[config.mk]
export PLATFORM = sky130hd
export DESIGN_NAME = cpu_cycle_ctrl_flat
export DESIGN_NICKNAME = d
export VERILOG_FILES = /design/src/rtl/cpu_cycle_ctrl_pkg.sv /design/src/rtl/cpu_cycle_ctrl_if.sv /design/src/rtl/cpu_cycle_ctrl_wait_timer.sv /design/src/rtl/cpu_cycle_ctrl.sv /design/src/flat_wrapper.sv
export SDC_FILE = /design/constraint.sdc
export NUM_CORES = 1
export LEC_CHECK = 0
export CAP_MARGIN = 20
export CORE_MARGIN = 5
export CORE_UTILIZATION = 50
export CTS_CLUSTER_DIAMETER = 40
export CTS_CLUSTER_SIZE = 25
export DETAILED_ROUTE_END_ITERATION = 12
export GPL_TIMING_DRIVEN = 0
export PLACE_DENSITY_LB_ADDON = 0.25
export SKIP_CTS_REPAIR_TIMING = 1
export SLEW_MARGIN = 20
export SYNTH_ARGS = -nofsm -noshare
export SYNTH_HDL_FRONTEND = slang
export SYNTH_HIERARCHICAL = 1
export SYNTH_SLANG_ARGS = --single-unit
[constraint.sdc]
create_clock -name clk -period 3.8 [get_ports clk]
set_input_delay 0.57 -clock clk [delete_from_list [all_inputs] [get_ports clk]]
set_output_delay 0.57 -clock clk [all_outputs]
set_load 0.02 [all_outputs]
[src/rtl/cpu_cycle_ctrl_pkg.sv]
// Shared types and constants for the RV32I multi-cycle sequencer.
package cpu_cycle_ctrl_pkg;

    localparam int unsigned STATE_W     = 3;
    localparam int unsigned IRQ_LEVEL_W = 3;
    localparam int unsigned TIMEOUT_DEF = 15;
    localparam int unsigned CNT_W_DEF   = 4;

    typedef enum logic [STATE_W-1:0] {
        S_FETCH = 3'd0,
        S_EXEC  = 3'd1,
        S_MEM   = 3'd2,
        S_WB    = 3'd3,
        S_INTR  = 3'd4,
        S_ERR   = 3'd5
    } state_t;

endpackage

[src/rtl/cpu_cycle_ctrl_if.sv]
// Bus handshake and interrupt lines between the sequencer and the memory/IRQ side.
interface cpu_cycle_ctrl_if;
    import cpu_cycle_ctrl_pkg::*;

    logic                   ACKI_n;
    logic                   ACKD_n;
    logic [IRQ_LEVEL_W-1:0] OINT_n;
    logic                   imem_req;
    logic                   mreq;
    logic                   write;
    logic                   IACK_n;
    logic [IRQ_LEVEL_W-1:0] int_level;

    modport master (
        input  ACKI_n, ACKD_n, OINT_n,
        output imem_req, mreq, write, IACK_n, int_level
    );

    modport slave (
        output ACKI_n, ACKD_n, OINT_n,
        input  imem_req, mreq, write, IACK_n, int_level
    );
endinterface

[src/rtl/cpu_cycle_ctrl_wait_timer.sv]
// Ack wait counter; expired_c flags the last cycle an ack may still arrive.
module cpu_cycle_ctrl_wait_timer #(
    parameter int unsigned CNT_W   = 4,
    parameter int unsigned TIMEOUT = 15
) (
    input  logic clk,
    input  logic rst,
    input  logic clr,
    input  logic en,
    output logic expired_c
);
    logic [CNT_W-1:0] count;

    always_ff @(posedge clk) begin
        if (rst || clr) begin
            count <= '0;
        end else if (en) begin
            count <= count + CNT_W'(1);
        end
    end

    // One more idle cycle would bring the count to TIMEOUT.
    assign expired_c = (count == CNT_W'(TIMEOUT - 1));
endmodule

[src/rtl/cpu_cycle_ctrl.sv]
// Fetch/execute/memory/writeback sequencer with ack timeout and one-deep interrupt nesting.
module cpu_cycle_ctrl
    import cpu_cycle_ctrl_pkg::*;
#(
    parameter int unsigned TIMEOUT = TIMEOUT_DEF,
    parameter int unsigned CNT_W   = CNT_W_DEF
) (
    input  logic                clk,
    input  logic                rst,
    cpu_cycle_ctrl_if.master    bus,
    input  logic                is_load,
    input  logic                is_store,
    input  logic                reg_write,
    input  logic                irq_ret,
    output logic                ir_we,
    output logic                md_we,
    output logic                rf_wr_n,
    output logic                pc_we,
    output logic                pc_vec_sel,
    output logic                bus_err,
    output logic [STATE_W-1:0]  state
);
    state_t                 state_q;
    state_t                 state_next;
    logic [IRQ_LEVEL_W-1:0] mask_q;
    logic [IRQ_LEVEL_W-1:0] saved_mask_q;
    logic [IRQ_LEVEL_W-1:0] level_q;
    logic [IRQ_LEVEL_W-1:0] level;
    logic [IRQ_LEVEL_W-1:0] eff_mask;
    logic                   irq_take;
    logic                   expired_c;
    logic                   imem_req;
    logic                   mreq;
    logic                   write;
    logic                   iack_n;

    cpu_cycle_ctrl_wait_timer #(
        .CNT_W   (CNT_W),
        .TIMEOUT (TIMEOUT)
    ) u_wait_timer (
        .clk       (clk),
        .rst       (rst),
        .clr       (state_next != state_q),
        .en        ((state_q == S_FETCH) || (state_q == S_MEM)),
        .expired_c (expired_c)
    );

    assign level = ~bus.OINT_n;

    // Next-state and per-state control decode.
    always_comb begin
        state_next = state_q;
        imem_req   = 1'b0;
        ir_we      = 1'b0;
        mreq       = 1'b0;
        write      = 1'b0;
        md_we      = 1'b0;
        rf_wr_n    = 1'b1;
        pc_we      = 1'b0;
        pc_vec_sel = 1'b0;
        iack_n     = 1'b1;
        irq_take   = 1'b0;
        eff_mask   = mask_q;

        case (state_q)
            S_FETCH: begin
                imem_req = 1'b1;
                ir_we    = ~bus.ACKI_n;
                if (!bus.ACKI_n) begin
                    state_next = S_EXEC;
                end else if (expired_c) begin
                    state_next = S_ERR;
                end
            end
            S_EXEC: begin
                state_next = (is_load || is_store) ? S_MEM : S_WB;
            end
            S_MEM: begin
                mreq  = 1'b1;
                write = is_store;
                // Load+store together behaves as a store, so no load data latch.
                md_we = is_load & ~is_store & ~bus.ACKD_n;
                if (!bus.ACKD_n) begin
                    state_next = S_WB;
                end else if (expired_c) begin
                    state_next = S_ERR;
                end
            end
            S_WB: begin
                rf_wr_n = ~(reg_write & ~is_store);
                pc_we   = 1'b1;
                if (irq_ret) begin
                    eff_mask = saved_mask_q;
                end
                if (level > eff_mask) begin
                    irq_take   = 1'b1;
                    state_next = S_INTR;
                end else begin
                    state_next = S_FETCH;
                end
            end
            S_INTR: begin
                iack_n     = 1'b0;
                pc_we      = 1'b1;
                pc_vec_sel = 1'b1;
                state_next = S_FETCH;
            end
            S_ERR: begin
                state_next = S_ERR;
            end
            default: begin
                state_next = S_ERR;
            end
        endcase
    end

    // State, interrupt mask bookkeeping and sticky error flag.
    always_ff @(posedge clk) begin
        if (rst) begin
            state_q      <= S_FETCH;
            mask_q       <= '0;
            saved_mask_q <= '0;
            level_q      <= '0;
            bus_err      <= 1'b0;
        end else begin
            state_q <= state_next;
            if (state_q == S_WB && irq_ret) begin
                mask_q <= saved_mask_q;
            end
            if (irq_take) begin
                level_q <= level;
            end
            if (state_q == S_INTR) begin
                saved_mask_q <= mask_q;
                mask_q       <= level_q;
            end
            if (state_next == S_ERR) begin
                bus_err <= 1'b1;
            end
        end
    end

    assign bus.imem_req  = imem_req;
    assign bus.mreq      = mreq;
    assign bus.write     = write;
    assign bus.IACK_n    = iack_n;
    assign bus.int_level = (state_q == S_INTR) ? level_q : mask_q;
    assign state         = state_q;
endmodule
[src/flat_wrapper.sv]
// flat-port wrapper written by rule: the top's interface ports become plain ports
module cpu_cycle_ctrl_flat import cpu_cycle_ctrl_pkg::*;
#(
    parameter int unsigned TIMEOUT = TIMEOUT_DEF,
    parameter int unsigned CNT_W   = CNT_W_DEF
)
  (clk, rst, is_load, is_store, reg_write, irq_ret, ir_we, md_we, rf_wr_n, pc_we, pc_vec_sel, bus_err, state, bus_ACKI_n, bus_ACKD_n, bus_OINT_n, bus_imem_req, bus_mreq, bus_write, bus_IACK_n, bus_int_level);
  cpu_cycle_ctrl_if bus_i ();
  input  logic clk;
  input  logic rst;
  input  logic is_load;
  input  logic is_store;
  input  logic reg_write;
  input  logic irq_ret;
  output logic ir_we;
  output logic md_we;
  output logic rf_wr_n;
  output logic pc_we;
  output logic pc_vec_sel;
  output logic bus_err;
  output logic [STATE_W-1:0] state;
  input wire logic [$bits(bus_i.ACKI_n)-1:0] bus_ACKI_n;
  input wire logic [$bits(bus_i.ACKD_n)-1:0] bus_ACKD_n;
  input wire logic [$bits(bus_i.OINT_n)-1:0] bus_OINT_n;
  output wire logic [$bits(bus_i.imem_req)-1:0] bus_imem_req;
  output wire logic [$bits(bus_i.mreq)-1:0] bus_mreq;
  output wire logic [$bits(bus_i.write)-1:0] bus_write;
  output wire logic [$bits(bus_i.IACK_n)-1:0] bus_IACK_n;
  output wire logic [$bits(bus_i.int_level)-1:0] bus_int_level;
  assign bus_i.ACKI_n = bus_ACKI_n;
  assign bus_i.ACKD_n = bus_ACKD_n;
  assign bus_i.OINT_n = bus_OINT_n;
  assign bus_imem_req = bus_i.imem_req;
  assign bus_mreq = bus_i.mreq;
  assign bus_write = bus_i.write;
  assign bus_IACK_n = bus_i.IACK_n;
  assign bus_int_level = bus_i.int_level;
  cpu_cycle_ctrl #(.TIMEOUT(TIMEOUT), .CNT_W(CNT_W)) u_core (.clk(clk), .rst(rst), .bus(bus_i), .is_load(is_load), .is_store(is_store), .reg_write(reg_write), .irq_ret(irq_ret), .ir_we(ir_we), .md_we(md_we), .rf_wr_n(rf_wr_n), .pc_we(pc_we), .pc_vec_sel(pc_vec_sel), .bus_err(bus_err), .state(state));
endmodule
==> implementation parameters, run 1 <==
Parameter                              Value

STA
  Skew final ... 2.86 ps
  Final hold violation count ... 0
  Share of the cycle needed by the critical path after routing ... 73.2%
  Endpoints failing setup ... 0
  Max Freq ... 0.359 GHz
  Clock period minus worst slack ... 2780 ps
  Slew at the pin closest to its max-slew limit ... 606 ps
  Total Negative Setup Slacks ... 0 ps
  RSZ-0062 raised after global routing ... no
  Total count of max-transition violations in the final report ... 0
  Relative slew slack ... 59.5%

Synthesis
  Portion of the post-synthesis area used by sequential elements ... 35.4%
  Largest cells by area after synthesis ... sky130_fd_sc_hd__dfxtp_1 35%, sky130_fd_sc_hd__nand2_1 7.4%, sky130_fd_sc_hd__a21oi_1 6.8%, sky130_fd_sc_hd__ha_1 6.5%, sky130_fd_sc_hd__nor2_1 3.9%
  Number of distinct library cell variants in the gate-level netlist after synthesis ... 35
  Total number of yosys warnings ... 6
  Cell type with the highest aggregate area in the netlist ... sky130_fd_sc_hd__dfxtp_1
  Syn Inst Count ... 116
  Fraction of registers with async set/reset ... 0%
  Top cells by count, synth ... 19 x sky130_fd_sc_hd__nand2_1, 17 x sky130_fd_sc_hd__dfxtp_1, 13 x sky130_fd_sc_hd__a21oi_1
  Number of enable flip-flop cells after synthesis ... 0
  Predominant post-synthesis flop cell ... sky130_fd_sc_hd__dfxtp_1
  Most frequent cell after synthesis ... sky130_fd_sc_hd__nand2_1
  Number of nets in the synthesized netlist ... 132
  Area of the mapped netlist ... 961 µm²
  Mean instance size in the synthesized netlist ... 8.28 µm²
  Top cell type's share of synthesized area ... 35.4%
  Flops & latches, synth ... 17

Worst hold path
  Class of the tightest hold or removal check ... reg -> reg

GRT
  Maximum number of pins on one net before global-route repair ... 11
  Aggregate global routing overflow ... 0
  Antenna violations before repair ... 0
  First-pass GRT wire length ... 3770 µm
  GRT Overall Usage ... 17.7%
  Vias in the first global route ... 903

Setup path
  Critical path launch point type ... register
  Dominant delay contributor by cell family on the critical path ... simple AND/OR/NAND/NOR gates
  Last element of the critical path ... md_we
  Cell-by-cell trace of the critical path ... buf_6 > nor2_1 > and2_1 > and3_1 > clkdlybuf4s50_1
  Setup CP Type ... reg -> out
  Crit-path slowest cell ... sky130_fd_sc_hd__clkdlybuf4s50_1
  Worst path buffer plus inverter count ... 2
  R2r startpoint ... u_core/mask_q[2]$_SDFFE_PP0P_
  Reg2reg path depth ... 6
  Crit path arrival time ... 2210 ps
  Register-to-register setup slack ... 2010 ps
  Launching element of the worst setup path ... u_core/state[2]$_SDFF_PP0_
  CP Depth ... 5
  Data required time at the worst endpoint ... 3230 ps
  Worst Path Max Fanout ... 10
  Nature of the critical path endpoint ... output port
  Slowest cell delay on critical path ... 600 ps
  FF-to-FF End ... u_core/level_q[2]$_SDFFE_PP0P_

Die
  Placement Rows ... 15
  Boundary Pins ... 27
  Width of the die ... 53.8 µm
  Vert. Die Dim ... 53.8 µm
  Area of the die ... 2900 µm²
  Area of the core ... 1780 µm²
  Effective utilization at floorplan ... 53.9%

CTS
  Depth of the CTS H-tree ... 1
  Number of buffers created by CTS ... 3
  Clock tree from TritonCTS ... yes
  Clock tree root driver cell ... sky130_fd_sc_hd__clkbuf_4
  Insertion delay of the later-clocked pin in the worst-skew pair ... 290 ps
  Clock slew seen by the registers of the worst setup and hold paths ... 90 ps
  Maximum root-to-sink buffer count ... 2
  Clock sink count ... 17

Finish
  ANT cells ... 0
  Fraction of the core area covered by cells at the end of the flow ... 71.7%
  Share of cells above drive strength 1 ... 8.90%
  Nets ... 163
  Non-Filler Instances ... 171
  Multi-input gate area in the final layout ... 567 µm²
  Register area ... 340 µm²
  Final-layout fill cell count ... 142
  Area Overhead vs Synth ... 33.1%

Detailed routing
  Total iterations of the first detailed-routing run ... 4
  Number of DRC violations after detailed-routing iteration 0 ... 13
  Vias per cell ... 5.26
  Total via count after detailed routing ... 900
  Residual DRC ... 0
  Number of nets with antenna violations after routing ... 0
  Final routed wire length divided by cell count ... 12.2 µm
  Total wire length after detailed routing ... 2090 µm

Placed design
  Weighted congestion reported at the end of routability-driven placement ... 0.733
  DPL Wire Length ... 1610 µm
  Count of input and output buffers ... 26
  Cells after DPL ... 167

Job
  Number of maximum-capacitance violations ... 0

Pwr
  Power density over cell area ... 308 nW/µm²
  Maximum VDD drop ... 0.220 mV
  Leakage power ... 0.000498 µW

Status
  Run status ... complete, no violations
-- registers in the layout, indices dropped and copies added (netlist names) --
name	count
u_core/u_wait_timer/count	4
u_core/bus_err	1
u_core/level_q	3
u_core/mask_q	3
u_core/saved_mask_q	3
u_core/state	3
-- worst min-delay path by stage --
stage / from / end / slack, ps / cells after the start
final: u_core/bus_err$_SDFFE_PP0N_ / u_core/bus_err$_SDFFE_PP0N_ / 450 / 2
after floorplan: u_core/mask_q[0]$_SDFFE_PP0P_ / u_core/saved_mask_q[0]$_SDFFE_PP0P_ / 450 / 2
after global placement: u_core/bus_err$_SDFFE_PP0N_ / u_core/bus_err$_SDFFE_PP0N_ / 430 / 2
after CTS: u_core/bus_err$_SDFFE_PP0N_ / u_core/bus_err$_SDFFE_PP0N_ / 450 / 2
after detailed placement: u_core/bus_err$_SDFFE_PP0N_ / u_core/bus_err$_SDFFE_PP0N_ / 440 / 2
after global routing: u_core/bus_err$_SDFFE_PP0N_ / u_core/bus_err$_SDFFE_PP0N_ / 480 / 2
-- metrics by stage --
step	cell area, µm²	total power [µW]	hold slack, ps	worst slack, ps
floorplan	961	259	450	1720
global placement	1250	300	434	1140
detailed placement	1250	303	435	1200
CTS	1280	398	450	1020
global route	1280	422	476	868
finish	1280	394	447	1020
-- cells in the final DEF, fill, tap and decap left out, types with 2 or more instances in the layout --
cell                              Yosys  routed
sky130_fd_sc_hd__clkbuf_1             1       2
sky130_fd_sc_hd__and3_1               4       4
sky130_fd_sc_hd__clkdlybuf4s50_1      0      26
sky130_fd_sc_hd__a211oi_1             3       3
sky130_fd_sc_hd__a21oi_1             13      13
sky130_fd_sc_hd__clkbuf_4             0       3
sky130_fd_sc_hd__ha_1                 5       5
sky130_fd_sc_hd__and2_1               2       2
sky130_fd_sc_hd__dfxtp_1             17      17
sky130_fd_sc_hd__nand2b_1             2       2
sky130_fd_sc_hd__o21ai_0              4       4
sky130_fd_sc_hd__nor2_1              10      10
sky130_fd_sc_hd__nor3_1               3       3
sky130_fd_sc_hd__mux2i_1              2       2
sky130_fd_sc_hd__a311oi_1             3       3
sky130_fd_sc_hd__nand3b_1             3       3
sky130_fd_sc_hd__nand2_1             19      19
sky130_fd_sc_hd__inv_1                6       6
-- cell families after synthesis --
kind of cell	count (synthesis)	synth area share (%)
compound gates	29	21.5
xor+xnor	1	0.912
fa+ha+maj	5	6.51
buf+inv	10	5.60
flops	17	35.4
mux	3	3.26
simple gates	51	26.8
-- worst reg2reg max path, delay by kind of cell, from the launching register on --
family	cells	cell delay, ps
AOI/OAI and AO/OA	2	490
muxes	1	90
DFF	1	380
adders and majority gates	1	360
and+or+nand+nor	2	340
-- power by group --
part,internal [µW],leakage [µW],switching (µW)
logic,50.0,0.000345,55.7
registers,185,0.000138,8.03
clock network,40.8,0.0000150,54.3
-- layer usage --
layer | vias up | wire, µm | global-route usage [%] | share of wire [%]
met1 | 409 | 957 | 21.8 | 46
li1 | 466 | - | - | -
met4 | 0 | 21 | 6.38 | 1.0
met3 | 4 | 123 | 5.82 | 5.9
met5 | - | 0 | 0 | 0
met2 | 21 | 984 | 28.4 | 47
-- final cells by class --
type                    count  area share, %
repair buffers             26           20.4
multi-input cells          89           44.3
inverters                   7           2.45
plain buffers               3           1.76
clock buffers               4           2.05
well taps                  25           2.45
flip-flops and latches     17           26.6
Note: power is estimated with default switching activity, not from simulation.
==> inputs of run 2 (changes only) <==
Settings changed: CORE_UTILIZATION 50 to 42.
Clock period 3.8 ns to 2.45 ns, I/O delays scaled along.
==> run 2 against run 1 <==
Non-clock buffer count stayed put. Total power is 57% higher. Critical path depth stayed put. Count of clock-buffer cells in the layout stayed put. Final cell count is 1.8% higher. Die area is 15% higher. Hold slack better by 8.2 ps. Combinational power is 56% higher. Wire length is 4.8% higher. Via count is 2.2% higher. Register-to-register slack worse by 1400 ps. Sequential power is 56% higher.
==> implementation parameters, run 2 (same netlist as run 1, synthesis figures left out) <==
Parameter                              Value

Worst hold path
  Worst min-delay path endpoint ... u_core/bus_err$_SDFFE_PP0N_ (unchanged)
  Start point of the worst hold path ... u_core/bus_err$_SDFFE_PP0N_ (unchanged)
  Class of the tightest hold or removal check ... reg -> reg (unchanged)
  Min-Delay Path Depth ... 2 (unchanged)

Detailed routing
  Number of DRC violations after detailed-routing iteration 0 ... 22 (was 13)
  Residual DRC ... 0 (unchanged)
  Number of nets with antenna violations after routing ... 0 (unchanged)
  Total via count after detailed routing ... 920 (was 900)
  Final routed wire length divided by cell count ... 12.6 µm (was 12.2 µm)
  Total wire length after detailed routing ... 2190 µm (was 2090 µm)
  Vias per cell ... 5.29 (was 5.26)
  Total iterations of the first detailed-routing run ... 4 (unchanged)

Die
  Vert. Die Dim ... 57.8 µm (was 53.8 µm)
  Width of the die ... 57.8 µm (was 53.8 µm)
  Placement Rows ... 17 (was 15)
  Area of the core ... 2190 µm² (was 1780 µm²)
  Effective utilization at floorplan ... 43.9% (was 53.9%)
  Area of the die ... 3340 µm² (was 2900 µm²)
  Boundary Pins ... 27 (unchanged)

Finish
  Final-layout fill cell count ... 196 (was 142)
  Largest register FFs ... 4 (unchanged)
  Reg with most FFs ... u_core/u_wait_timer/count (unchanged)
  ANT cells ... 0 (unchanged)
  Leading cell type in the layout, fill and taps excluded ... sky130_fd_sc_hd__clkdlybuf4s50_1 (unchanged)
  Top library cells by usage in the layout, fill and taps aside ... 26 x sky130_fd_sc_hd__clkdlybuf4s50_1, 19 x sky130_fd_sc_hd__nand2_1, 16 x sky130_fd_sc_hd__dfxtp_1 (was 26 x sky130_fd_sc_hd__clkdlybuf4s50_1, 19 x sky130_fd_sc_hd__nand2_1, 17 x sky130_fd_sc_hd__dfxtp_1)
  Area Overhead vs Synth ... 34.4% (was 33.1%)
  Nets ... 163 (unchanged)
  Share of cells above drive strength 1 ... 10.3% (was 8.90%)

CTS
  Clock slew seen by the registers of the worst setup and hold paths ... 100 ps (was 90 ps)
  Maximum root-to-sink buffer count ... 2 (unchanged)
  Depth of the CTS H-tree ... 1 (unchanged)
  Clock tree root driver cell ... sky130_fd_sc_hd__clkbuf_4 (unchanged)
  Insertion delay of the later-clocked pin in the worst-skew pair ... 300 ps (was 290 ps)
  Number of buffers created by CTS ... 3 (unchanged)
  Clock tree from TritonCTS ... yes (unchanged)
  Clock sink count ... 17 (unchanged)

Setup path
  Setup CP Type ... reg -> out (unchanged)
  Cell-by-cell trace of the critical path ... buf_6 > nor2_4 > and2_1 > and3_1 > clkdlybuf4s50_1 (was buf_6 > nor2_1 > and2_1 > and3_1 > clkdlybuf4s50_1)
  Slowest cell delay on critical path ... 600 ps (about the same)
  Register-to-register setup slack ... 610 ps (was 2010 ps)
  Critical path launch point type ... register (unchanged)
  FF-to-FF End ... u_core/level_q[2]$_SDFFE_PP0P_ (unchanged)
  R2r startpoint ... u_core/mask_q[2]$_SDFFE_PP0P_ (unchanged)
  Worst Path Max Fanout ... 10 (unchanged)
  Data required time at the worst endpoint ... 2080 ps (was 3230 ps)
  Crit-path slowest cell ... sky130_fd_sc_hd__clkdlybuf4s50_1 (unchanged)
  Crit path arrival time ... 1920 ps (was 2210 ps)
  Reg2reg path depth ... 6 (unchanged)
  Nature of the critical path endpoint ... output port (unchanged)
  Launching element of the worst setup path ... u_core/state[2]$_SDFF_PP0_ (unchanged)

STA
  Max Freq ... 0.437 GHz
  Post-route setup slack ... 163 ps (was 1020 ps)
  Relative slew slack ... 65.8% (was 59.5%)
  Skew final ... 7.81 ps (was 2.86 ps)
  Endpoints failing setup ... 0 (unchanged)
  Clock period minus worst slack ... 2290 ps
  Final hold violation count ... 0 (unchanged)
  Total count of max-transition violations in the final report ... 0 (unchanged)
  Total Negative Setup Slacks ... 0 ps (unchanged)
  RSZ-0062 raised after global routing ... no (unchanged)
  Worst hold slack ... 455 ps (was 447 ps)
  Share of the cycle needed by the critical path after routing ... 93.3%
  Slew at the pin closest to its max-slew limit ... 508 ps (was 606 ps)

Pwr
  Sum of internal, switching and leakage power ... 618 µW (was 394 µW)
  Maximum VDD drop ... 0.298 mV (was 0.220 mV)
  Power density over cell area ... 479 nW/µm² (was 308 nW/µm²)
  Leakage power ... 0.000500 µW (was 0.000498 µW)

GRT
  Antenna violations before repair ... 0 (unchanged)
  Maximum number of pins on one net before global-route repair ... 11 (unchanged)
  Aggregate global routing overflow ... 0 (unchanged)
  GRT Overall Usage ... 14.2% (was 17.7%)
  First-pass GRT wire length ... 3750 µm (was 3770 µm)
  Vias in the first global route ... 875 (was 903)

Placed design
  DPL Wire Length ... 1730 µm (was 1610 µm)
  Worst slack after detailed placement ... -44.8 ps (was 1200 ps)
  Weighted congestion reported at the end of routability-driven placement ... 0.739 (was 0.733)
  Count of input and output buffers ... 26 (unchanged)

Status
  Run status ... complete, no violations (unchanged)

Job
  Number of maximum-capacitance violations ... 0 (unchanged)
## run 2: changes by cell type in the layout (fill, tap and decap cells not counted)
| cell | delta |
|---|---|
| sky130_fd_sc_hd__dfxtp_1 | -1 |
| sky130_fd_sc_hd__nor2_4 | +1 |
| sky130_fd_sc_hd__nor2_1 | -1 |
| sky130_fd_sc_hd__dfxtp_2 | +1 |
## run 2: power by group
part           switching (µW)  internal, µW  total, µW  leakage, µW
sequential               13.2           288        301     0.000138
combinational            86.6          78.6        165     0.000347
clock                    88.6          63.5        152    0.0000150
## run 2: worst max-delay path, delay by kind of cell (launching register included)
| family | cells | cell delay (ps) |
|---|---|---|
| buffers and inverters | 2 | 740 |
| DFF | 1 | 330 |
| and+or+nand+nor | 3 | 560 |
## run 2: how the worst max path moves through the flow
stage	to	slack, ps	depth (start not counted)
3_3_place_gp	u_core/level_q[2]$_SDFFE_PP0P_	-0.3	7
2_1_floorplan	md_we	570	4
4_1_cts	md_we	-180	5
5_1_grt	bus_int_level[0]	70	6
3_5_place_dp	u_core/level_q[2]$_SDFFE_PP0P_	-40	7
6_report	md_we	160	5
## run 2: layer usage
layer | vias to the layer above | wire length (µm) | global-route usage (%)
met2 | 29 | 983 | 24.5
met3 | 5 | 175 | 3.12
li1 | 475 | - | -
met4 | 0 | 47 | 6.95
met5 | - | 0 | 0
met1 | 411 | 981 | 16.5
## run 2: cell type report
type | instances | area [µm²] | area share [%]
clock buffers | 4 | 26.3 | 2.03
flip-flops and latches | 17 | 342 | 26.5
inverters | 7 | 31.3 | 2.42
repair buffers | 26 | 260 | 20.2
multi-input cells | 89 | 574 | 44.5
plain buffers | 3 | 22.5 | 1.74
well taps | 28 | 35.0 | 2.71
## run 2: stage by stage
stage                     area [µm²]  cells  utilization [%]
after floorplan                  961    116                -
after global placement          1260    170             57.3
after detailed placement        1260    170             57.3
after CTS                       1280    174             58.5
after global routing            1290    174             58.9
final                           1290    174             58.9
